**config.mk**
```make
export PLATFORM = sky130hd
export DESIGN_NAME = week_5_encoder_rr_arbiter
export DESIGN_NICKNAME = d
export VERILOG_FILES = /design/src/rtl/week_5_encoder_rr_arbiter.sv
export SDC_FILE = /design/constraint.sdc
export NUM_CORES = 1
export LEC_CHECK = 0
export ABC_AREA = 1
export ABC_CLOCK_PERIOD_IN_PS = 3300
export BUFFER_PORTS_ARGS = -buffer_cell sky130_fd_sc_hd__buf_4
export CORE_MARGIN = 4
export CORE_UTILIZATION = 58
export CTS_CLUSTER_SIZE = 25
export DETAILED_ROUTE_END_ITERATION = 10
export GPL_ROUTABILITY_DRIVEN = 0
export PLACE_DENSITY_LB_ADDON = 0.1
export SYNTH_ARGS = -nofsm -noshare
export SYNTH_HDL_FRONTEND = slang
export SYNTH_SLANG_ARGS = --single-unit
```
**constraint.sdc**
```tcl
create_clock -name clk -period 3.3 [get_ports clk]
set_clock_uncertainty 0.2 [all_clocks]
set_input_delay 0.165 -clock clk [delete_from_list [all_inputs] [get_ports clk]]
set_output_delay 0.165 -clock clk [all_outputs]
set_load 0.02 [all_outputs]
```
**src/rtl/week_5_encoder_rr_arbiter.sv**
```systemverilog
// Round-robin arbiter for 4 requesters with registered one-hot grant and
// encoded index (0001->00, 0010->01, 0100->10, 1000->11).
// Ports:
//   clk         rising-edge clock
//   rst         synchronous active-high reset
//   req[3:0]    request lines, req[i]=1 means requester i wants the resource
//   done        current owner finished (only looked at while granted)
//   grant[3:0]  one-hot grant, 0000 when idle
//   grant_idx   encoded grant index, 00 when idle
//   grant_valid some requester owns the resource
//   timeout     one-cycle pulse after an owner was forcibly released
module week_5_encoder_rr_arbiter #(
    parameter int unsigned MAX_HOLD = 8
) (
    input  logic       clk,
    input  logic       rst,
    input  logic [3:0] req,
    input  logic       done,
    output logic [3:0] grant,
    output logic [1:0] grant_idx,
    output logic       grant_valid,
    output logic       timeout
);

    localparam int unsigned CNT_RAW   = $clog2(MAX_HOLD + 1);
    localparam int unsigned CNT_W     = (CNT_RAW == 0) ? 1 : CNT_RAW;
    localparam int unsigned HOLD_LAST = (MAX_HOLD == 0) ? 0 : MAX_HOLD - 1;

    typedef enum logic {
        S_IDLE  = 1'b0,
        S_GRANT = 1'b1
    } state_t;

    state_t             state_q, state_d;
    logic [3:0]         grant_q, grant_d;
    logic [1:0]         grant_idx_q, grant_idx_d;
    logic               grant_valid_q, grant_valid_d;
    logic               timeout_q, timeout_d;
    logic [1:0]         ptr_q, ptr_d;
    logic [CNT_W-1:0]   hold_cnt_q, hold_cnt_d;

    logic               pick_found;
    logic [1:0]         pick_idx;
    logic [1:0]         cand;
    logic               rel_done;
    logic               rel_withdraw;
    logic               rel_max;
    logic               release_c;

    // Circular first-set search starting at ptr.
    always_comb begin
        pick_found = 1'b0;
        pick_idx   = 2'd0;
        cand       = 2'd0;
        for (int k = 0; k < 4; k++) begin
            cand = ptr_q + 2'(k);
            if (!pick_found && req[cand]) begin
                pick_found = 1'b1;
                pick_idx   = cand;
            end
        end
    end

    // Release conditions for the current owner.
    always_comb begin
        rel_done     = done;
        rel_withdraw = !req[grant_idx_q];
        rel_max      = (MAX_HOLD != 0) && (hold_cnt_q == CNT_W'(HOLD_LAST));
        release_c    = rel_done || rel_withdraw || rel_max;
    end

    // Next-state and output logic.
    always_comb begin
        state_d       = state_q;
        grant_d       = grant_q;
        grant_idx_d   = grant_idx_q;
        grant_valid_d = grant_valid_q;
        timeout_d     = 1'b0;
        ptr_d         = ptr_q;
        hold_cnt_d    = hold_cnt_q;

        case (state_q)
            S_IDLE: begin
                if (pick_found) begin
                    grant_d       = 4'b0001 << pick_idx;
                    grant_idx_d   = pick_idx;
                    grant_valid_d = 1'b1;
                    hold_cnt_d    = '0;
                    state_d       = S_GRANT;
                end
            end
            S_GRANT: begin
                if (release_c) begin
                    grant_d       = 4'b0000;
                    grant_idx_d   = 2'd0;
                    grant_valid_d = 1'b0;
                    hold_cnt_d    = '0;
                    ptr_d         = grant_idx_q + 2'd1;
                    // Forced release only when nothing else would have released.
                    timeout_d     = rel_max && !rel_done && !rel_withdraw;
                    state_d       = S_IDLE;
                end else begin
                    hold_cnt_d    = CNT_W'(hold_cnt_q + 1'b1);
                end
            end
            default: begin
                state_d = S_IDLE;
            end
        endcase
    end

    // State registers.
    always_ff @(posedge clk) begin
        if (rst) begin
            state_q       <= S_IDLE;
            grant_q       <= 4'b0000;
            grant_idx_q   <= 2'd0;
            grant_valid_q <= 1'b0;
            timeout_q     <= 1'b0;
            ptr_q         <= 2'd0;
            hold_cnt_q    <= '0;
        end else begin
            state_q       <= state_d;
            grant_q       <= grant_d;
            grant_idx_q   <= grant_idx_d;
            grant_valid_q <= grant_valid_d;
            timeout_q     <= timeout_d;
            ptr_q         <= ptr_d;
            hold_cnt_q    <= hold_cnt_d;
        end
    end

    assign grant       = grant_q;
    assign grant_idx   = grant_idx_q;
    assign grant_valid = grant_valid_q;
    assign timeout     = timeout_q;

endmodule

```
# Word-level counts from Yosys, hierarchy flattened
# Cells that the tools add are included.
dict set report totals {
  reg_bits 15
  ramBits 0
  output_inout_bits 8
  memories 0
  wordCells 71
  romBits 0
  latch_bits 0
  inputBits 7
}
dict set report classes {
  mul 0
  n_div 0
  order_cmp 5
  bitwise 2
  shifts 1
  n_eq_ne 3
  n_mux 33
  reduce_logical 15
  n_addsub 5
}
# operator count
set op_table {}
lappend op_table {{two-way mux 4 bit} 4}
lappend op_table {{one-hot mux 4 bit (2 select lines)} 2}
lappend op_table {{less-than comparator 2 x 3 -> 1 bit, second input constant} 5}
lappend op_table {{two-way mux 1 bit} 13}
lappend op_table {{two-way mux 2 bit} 6}
lappend op_table {{binary-select mux 1 bit (select 2 bit)} 5}
lappend op_table {{logical AND 1 bit} 5}
lappend op_table {{logical NOT 1 bit} 5}
lappend op_table {{adder 2 x 1 -> 2 bit, second input constant} 2}
lappend op_table {{adder 2 bit, second input constant} 2}
lappend op_table {{adder 4 x 1 -> 4 bit, second input constant} 1}
lappend op_table {{== test 4 x 3 -> 1 bit, second input constant} 1}
lappend op_table {{one-hot mux 1 bit (2 select lines)} 2}
lappend op_table {{one-hot mux 2 bit (2 select lines)} 1}
lappend op_table {{AND reduction 2 bit} 2}
lappend op_table {{<< shifter 1 x 2 -> 4 bit, first input constant} 1}
lappend op_table {{OR reduction 3 bit} 1}
lappend op_table {{logical OR 1 bit} 2}
lappend op_table {{inequality test 2 x 1 -> 1 bit, second input constant} 1}
lappend op_table {{inequality test 2 bit, second input constant} 1}
lappend op_table {{inverter 1 bit} 2}

# Logic depth before layout (Yosys ltp)
# Gate-level depths: netlist of run 1.
dict set report logic_depth {
  word_depth 15
  depth_mapped 13
}

# Least setup slack after synthesis of run 1
# OpenSTA, ideal clock, no wires.
dict set report synth_path {
  kind {register to register}
  startpoint {register grant_idx_q[0], in the netlist grant_idx[0]}
  endpoint {register grant_idx_q[0], in the netlist grant_idx[0]}
  path_buffers 0
  synth_period_minus_slack_ns 1.612
  required_time_ns 3.041
  setup_slack_ns 1.688
  t_arrival_ns 1.352
  path_stages_with_launch 11
  setup_ns 0.059
  path_cell_list {dfxtp_1 -> inv_1 -> nand2_1 -> nand2_1 -> nand2_1 -> nand3_1 -> nand2_1 -> nand2_1 -> inv_1 -> nand3_1 -> nand2_1}
}
dict set report synth_between {
  elab_chain_cells 7
}
# element line_no
set synth_lines {}
lappend synth_lines {{start, declared} 36} ;# logic [1:0] grant_idx_q, grant_idx_d;
lappend synth_lines {{start signal, assigned} 125} ;# grant_idx_q <= grant_idx_d;
lappend synth_lines {{binary-select mux 1 bit (select 2 bit)} 67} ;# rel_withdraw = !req[grant_idx_q];
lappend synth_lines {{two-way mux 1 bit (not written as such)} 67}
lappend synth_lines {{logical NOT 1 bit} 67}
lappend synth_lines {{logical OR 1 bit (2 in series)} 69} ;# release_c = rel_done || rel_withdraw || rel_max;
lappend synth_lines {{inequality test 2 x 1 -> 1 bit (no line)} n/a}
lappend synth_lines {{AND reduction 2 bit (no line)} n/a}
# Every way passes these cells. The select of a mux whose other input is x is not followed.
# A chain may end at the register's enable or synchronous reset.

# Final worst setup path of run 1
dict set report layout_path {
  startpoint {register ptr_q[0]}
  endpoint {register grant_q[0], in the netlist grant[0]}
}
dict set report layout_between {
  elab_chain_cells 15
  elab_cells_between_ends 30
  classes_between {add/sub (3); eq/ne (1); shift (1); mux (18); reduce/logical (7)}
}
# element line_no
set layout_lines {}
lappend layout_lines {{start, declared} 39} ;# logic [1:0] ptr_q, ptr_d;
lappend layout_lines {{start signal, assigned} 128} ;# ptr_q <= ptr_d;
lappend layout_lines {{branches (longest 15 deep; another with adder 2 x 1 -> 2 bit)} n/a}
lappend layout_lines {{end signal, assigned} 124} ;# grant_q <= grant_d;
lappend layout_lines {{end, declared} 35} ;# logic [3:0] grant_q, grant_d;
# Several ways; the timed one is not identified. The select of a mux whose other input is x is not followed.

==> results of run 1 <==
## worst max-delay path: cells and delay by family (launching register included)
family / cells / cell delay (ns)
buffers and inverters: 1 / 0.16
flip-flops: 1 / 0.56
AND/OR/NAND/NOR: 10 / 0.91
## power breakdown
group          switching (mW)  internal (mW)  total, mW
Combinational           0.210          0.113      0.322
Sequential             0.0394          0.213      0.252
Clock                  0.0533         0.0468      0.100
## state kept, by name, indices dropped and copies added, names as in the netlist
name         flops
timeout          1
state_q          1
grant_idx        2
ptr_q            2
grant_valid      1
grant            4
hold_cnt_q       4
## synth_stat cells, drive strengths merged
cell / count
nor2: 13
dfxtp: 15
nand3b: 1
xor2: 1
nor4: 1
buf: 1
clkinv: 1
o211ai: 1
o21ai: 4
inv: 16
nand3: 19
ha: 1
nand2: 66
xnor2: 1
nand4: 1
a31oi: 1
a21oi: 7
## final timing paths
kind | startpoint | to | slack, ns
worst max register to register | ptr_q[0] | grant[0] | 1.35
worst min-delay path | req[2] | timeout | 0.19
worst min register to register | grant[1] | grant[1] | 0.27
worst max-delay path | ptr_q[0] | grant[0] | 1.35
## cells by family after synthesis
kind of cell             count (synthesis)
XOR/XNOR                                 2
flip-flops                              15
buffers and inverters                   18
AND/OR/NAND/NOR                        101
adder cells (fa/ha/maj)                  1
AO/OA/AOI/OAI                           13
## final cells by class
| type | count | share of cell area |
|---|---|---|
| tap | 16 | 0.0182 |
| sequential | 15 | 0.273 |
| multi-input combinational | 117 | 0.508 |
| clock buffer | 4 | 0.0239 |
| inverter | 17 | 0.0626 |
| timing repair buffer | 16 | 0.114 |
## through the flow
step / total power, mW / hold WS (ns) / std cells / instance area (um2) / utilization
2_1_floorplan: 0.488 / 0.0341 / 150 / 938 / -
3_3_place_gp: 0.563 / 0.196 / 179 / 1050 / 0.690
3_5_place_dp: 0.574 / 0.213 / 179 / 1050 / 0.690
4_1_cts: 0.677 / 0.201 / 185 / 1100 / 0.721
5_1_grt: 0.732 / 0.221 / 185 / 1100 / 0.721
6_report: 0.674 / 0.193 / 185 / 1100 / 0.721
## placed cells by master, fill, tap and decap left out
cell,Yosys,final
nand2_1,62,62
nand3_1,18,18
inv_1,15,15
dfxtp_1,15,15
buf_4,0,14
nor2_1,8,8
a21oi_1,7,7
o21ai_0,4,4
nand2_2,4,4
nor2_4,4,4
clkbuf_4,0,3
dlygate4sd3_1,0,2
clkinv_4,1,1
inv_2,1,1
nand3_2,1,1
nor2_2,1,1
nand4_1,1,1
a31oi_1,1,1
o211ai_1,1,1
nor4_1,1,1
xor2_1,1,1
xnor2_1,1,1
nand3b_1,1,1
ha_1,1,1
clkbuf_1,0,1
## layer usage
| layer | vias to the layer above | track usage |
|---|---|---|
| met3 | 4 | 0.0554 |
| met1 | 432 | 0.308 |
| met2 | 44 | 0.333 |
| met5 | - | 0 |
| met4 | 0 | 0.0484 |
| li1 | 513 | - |
## what timing repair did
action / CTS / global route
resized for setup: 0 / 0
hold endpoints to repair: 4 / 0
hold buffers: 2 / 0
==> metrics.md, run 1 <==
| Metric | Value |
|---|---|
| FMAX | slightly above 500 MHz |
| Path depth of the worst reg2reg path | 11 |
| DP Wirelength | about 1700 um |
| Slew Viols, Final | 0 |
| Synth cell types | 22 |
| Via Count | just under 1,000 |
| Final hold viol count | 0 |
| Largest area contributor in the netlist | dfxtp_1 |
| Worst setup margin | 1.35 ns |
| Largest net degree at the start of global routing | 11 |
| Max FO, Critical Path | 10 |
| Ant diodes | 0 |
| First-pass GRT wire length | approximately 3600 um |
| Top post-synthesis cells by area | dfxtp_1, nand2_1, nand3_1 |
| Die ar. | around 2300 um2 |
| Grt ovf | 0 |
| Area of the multi-input gates | between 500 and 600 um2 |
| Worst-margin pin slew | between 0.3 and 0.4 ns |
| Port Buffers | 14 |
| Largest family of logic cells by synthesized area | simple AND/OR/NAND/NOR gates |
| Routed Antenna Nets | 0 |
| Pre-CTS setup slack | roughly 1.4 ns |
| Pwr Density | 614 nW/um2 |
| Sink Count | 15 |
| DRC | 0 |
| Share of layout cells above drive strength 1 | 0.172 |
| Initial Utilization | 0.616 |
| RSZ-0062 raised after global routing | no |
| Core Box Area | around 1500 um2 |
| Period utilization | 0.591 |
| TritonCTS clock tree | yes |
| Initial antenna violation count | 0 |
| Max-cap violations | 0 |
| Critical path type | reg2reg |
| Sequential cell area | 300 um2 |
| Adder-Cell Fraction of Synth Area | 0.0133 |
| Wirelength per Cell | 11.7 um |
| Row cnt | 14 |
| Biggest cell delay along the critical path | about 0.56 ns |
| YS warnings | 0 |
| Status | finished, final reports clean |
| H-tree depth | 1 |
| CP most frequent cell | nand2_2 |
| Synthesized flop and latch total | 15 |
| Vias in the first global route | 843 |
| CTS max path bufs | 2 |
| Total negative slack | 0 ns |
| Fin crit period | 1.95 ns |
| Worst hold path type | in2reg |
| Sequential cell area fraction in the yosys report | 0.320 |
| Critical Path RT | roughly 3.3 ns |
| WHS Path Cells | 5 |
| GR Util All Layers | 0.218 |
| Critical path, cell by cell | clkinv_4 -> nand2_1 -> nand2_2 -> nand2_2 -> nand2_2 -> nor2_4 -> nand3_2 -> nand2_2 -> nor2_4 -> nand3_1 -> nand2_1 |
| Die H | between 40 and 50 um |
| Slowest cell on crit path | dfxtp_1 |
| Layout area overhead | 17.1% |
| Final net count | around 180 |
| Drt initial violations | 34 |
| Post-Syn Area | approximately 940 um2 |
| Mapped Avg Cell Area | about 6.3 um2 |
| Syn Inst Count | 150 |
| Setup bufs post-CTS | 0 |
| Routed wire length | 2160 um |
| Leakage power | between 0.5 and 0.6 nW |
| Post-synthesis simple-gate area fraction | 0.489 |
| WL met2 | 974 um |
| Total iterations of the first detailed-routing run | 4 |
| Startpoint types | register |
| Compound-gate portion of the synthesized area | 0.0733 |
| Reg clk slew, reported paths | approximately 0.08 ns |
| Fill cell count | ~140 |
| Vias per inst | 5.37 |
| I/O pin total | 15 |
| Kind of end point of the critical path | register |
| Worst-Skew Late Latency | between 0.2 and 0.3 ns |
| Num CTS Buffers | 3 |
| Endpoints failing setup | 0 |
| Chip Width | between 40 and 50 um |
| Multiplexer area fraction after synthesis | 0 |
| Mapped Nets | around 160 |
| Synth top area share | 0.320 |
| Root Buffer Master | clkbuf_4 |
| Max IR drop VDD | roughly 0.44 mV |
| Crit path DAT | 1.92 ns |
| Highest routed layer | met4 |
| Wire length on met1 | around 980 um |
| Slew margin rel. | 0.747 |
| Synth Area in XOR/XNOR | 0.0187 |
| Detail Route met3 WL | 182 um |
No activity file was read; power rests on OpenSTA's default activity.
==> run 2: changes to the inputs <==
Settings changed: ABC_CLOCK_PERIOD_IN_PS 3300 to 2040, CORE_UTILIZATION 58 to 54.
Clock period 3.3 ns to 2.04 ns, I/O delays scaled along.
==> metrics.md, run 2 (synthesis gave the netlist of run 1 again) <==
| Metric | Value |
|---|---|
| Status | finished, final reports clean |
| Startpoint types | register |
| I/O pin total | 15 (unchanged) |
| Root Buffer Master | clkbuf_4 |
| Design area | 1100 um2 (+0.23%) |
| Critical path type | reg2reg |
| Die H | 49.7 um (+3.0%) |
| Placement Cell Area | 1050 um2 (unchanged) |
| TritonCTS clock tree | yes |
| Wirelength per Cell | 10.8 um (-7.5%) |
| Pwr Density | 988 nW/um2 (+61%) |
| Max-cap violations | 0 (unchanged) |
| H-tree depth | 1 (unchanged) |
| Period utilization | 0.865 (+0.275) |
| Crit path DAT | 1.75 ns (-0.17 ns) |
| CTS max path bufs | 2 (unchanged) |
| Die ar. | 2470 um2 (+6.1%) |
| Vias per inst | 5.29 (-1.4%) |
| Vias in the first global route | 839 (-0.47%) |
| DRC | 0 (unchanged) |
| Max IR drop VDD | 0.594 mV (+35%) |
| Endpoints failing setup | 0 (unchanged) |
| Reg clk slew, reported paths | 0.09 ns (about the same) |
| RSZ-0062 raised after global routing | no |
| Worst-Skew Late Latency | 0.28 ns (about the same) |
| R2r setup slk | 0.27 ns (-1.08 ns) |
| Max FO, Critical Path | 7 (-3) |
| Total negative slack | 0 ns (unchanged) |
| Slew Viols, Final | 0 (unchanged) |
| Worst-margin pin slew | 0.317 ns (-0.0630 ns) |
| Initial antenna violation count | 0 (unchanged) |
| Grt ovf | 0 (unchanged) |
| Final Util | 0.698 (-0.0224) |
| Drt initial violations | 18 (-47%) |
| Commonest cells after routing, fill and taps aside | nand2_1, nand3_1, inv_1, dfxtp_1, buf_4 |
| Layout area overhead | 17.3% |
| Largest net degree at the start of global routing | 11 (unchanged) |
| Initial Utilization | 0.595 (-0.0205) |
| Worst hold path type | in2reg |
| Critical Path RT | 2.03 ns (-1.24 ns) |
| Ant diodes | 0 (unchanged) |
| Sink Count | 15 (unchanged) |
| Slew margin rel. | 0.787 (+0.0404) |
| DP Wirelength | 1590 um (-6.3%) |
| Share of layout cells above drive strength 1 | 0.183 (+0.0118) |
| Num CTS Buffers | 3 (unchanged) |
| Core Box Area | 1580 um2 (+3.4%) |
| Final hold viol count | 0 (unchanged) |
| Final net count | 178 (unchanged) |
| Leakage power | 0.580 nW (+0.53%) |
| Total iterations of the first detailed-routing run | 4 (unchanged) |
| Routed Antenna Nets | 0 (unchanged) |
| First-pass GRT wire length | 3490 um (-3.1%) |
| Via Count | 979 (-1.4%) |
| GR Util All Layers | 0.179 (-0.0391) |
| Routed wire length | 2000 um (-7.5%) |
| FMAX | 566 MHz (+10%) |
| Most common cell after layout, fill and taps aside | nand2_1 |
| Fin crit period | 1.77 ns (-0.183 ns) |
| Port Buffers | 14 (unchanged) |
| Chip Width | 49.7 um (+3.0%) |
| Row cnt | 14 (unchanged) |
| Kind of end point of the critical path | register |
| Tot Pwr | 1.09 mW (+61%) |
[run 2: cell count changes in the layout (fill, tap and decap cells not counted), sizes merged]
cell / change
clkbuf: -1
clkinv: +1
[run 2: power breakdown]
part	internal [mW]	total [mW]	leakage, nW	switching (mW)
logic	0.182	0.514	0.439	0.331
clock network	0.0727	0.167	0.0177	0.0943
registers	0.345	0.407	0.123	0.0624
total	0.600	1.09	0.580	0.488
[run 2: per-layer routing]
| metal | routed length, um | global-route usage | part of all wire |
|---|---|---|---|
| met1 | 988 | 0.245 | 0.49 |
| met2 | 886 | 0.271 | 0.44 |
| met3 | 109 | 0.0572 | 0.055 |
| met4 | 16 | 0.0415 | 0.0080 |
| met5 | 0 | 0 | 0 |
[run 2: worst paths after layout]
kind / from / end / depth (start not counted)
min: req[2] / timeout / 5
min reg2reg: grant_valid / grant_valid / 2
max reg2reg: hold_cnt_q[0] / grant[1] / 10
max: hold_cnt_q[0] / grant[1] / 10
[run 2: critical path: stages (launching register included)]
cell	delay [ns]
dfxtp_1	0.41
ha_1	0.20
nand2_1	0.08
nor2_1	0.10
inv_1	0.06
nand3_1	0.13
nand2_1	0.13
nand2_1	0.11
inv_1	0.11
nand3_1	0.09
nand2_1	0.05
[run 2: repair_timing]
item,in CTS,in global routing
endpoints found under the hold margin,9,0
hold buffers,2,0
endpoints found under the setup margin,0,9
resized for setup,0,1
setup buffers,0,0
[run 2: metrics by stage]
stage	std cells	hold WS, ns	setup slack, ns
after floorplan	150	-0.0289	0.428
after global placement	179	0.131	0.180
after detailed placement	179	0.140	0.150
after CTS	185	0.114	0.139
after global routing	185	0.137	0.0796
final	185	0.117	0.274
[run 2: layout make-up]
class	instances	area [um2]
Clock buffer	3	22.5
Clock inverter	1	5.00
Fill cell	143	475
Inverter	17	68.8
Multi-Input combinational cell	117	558
Sequential cell	15	302
Tap cell	16	20.0
Timing Repair Buffer	16	125
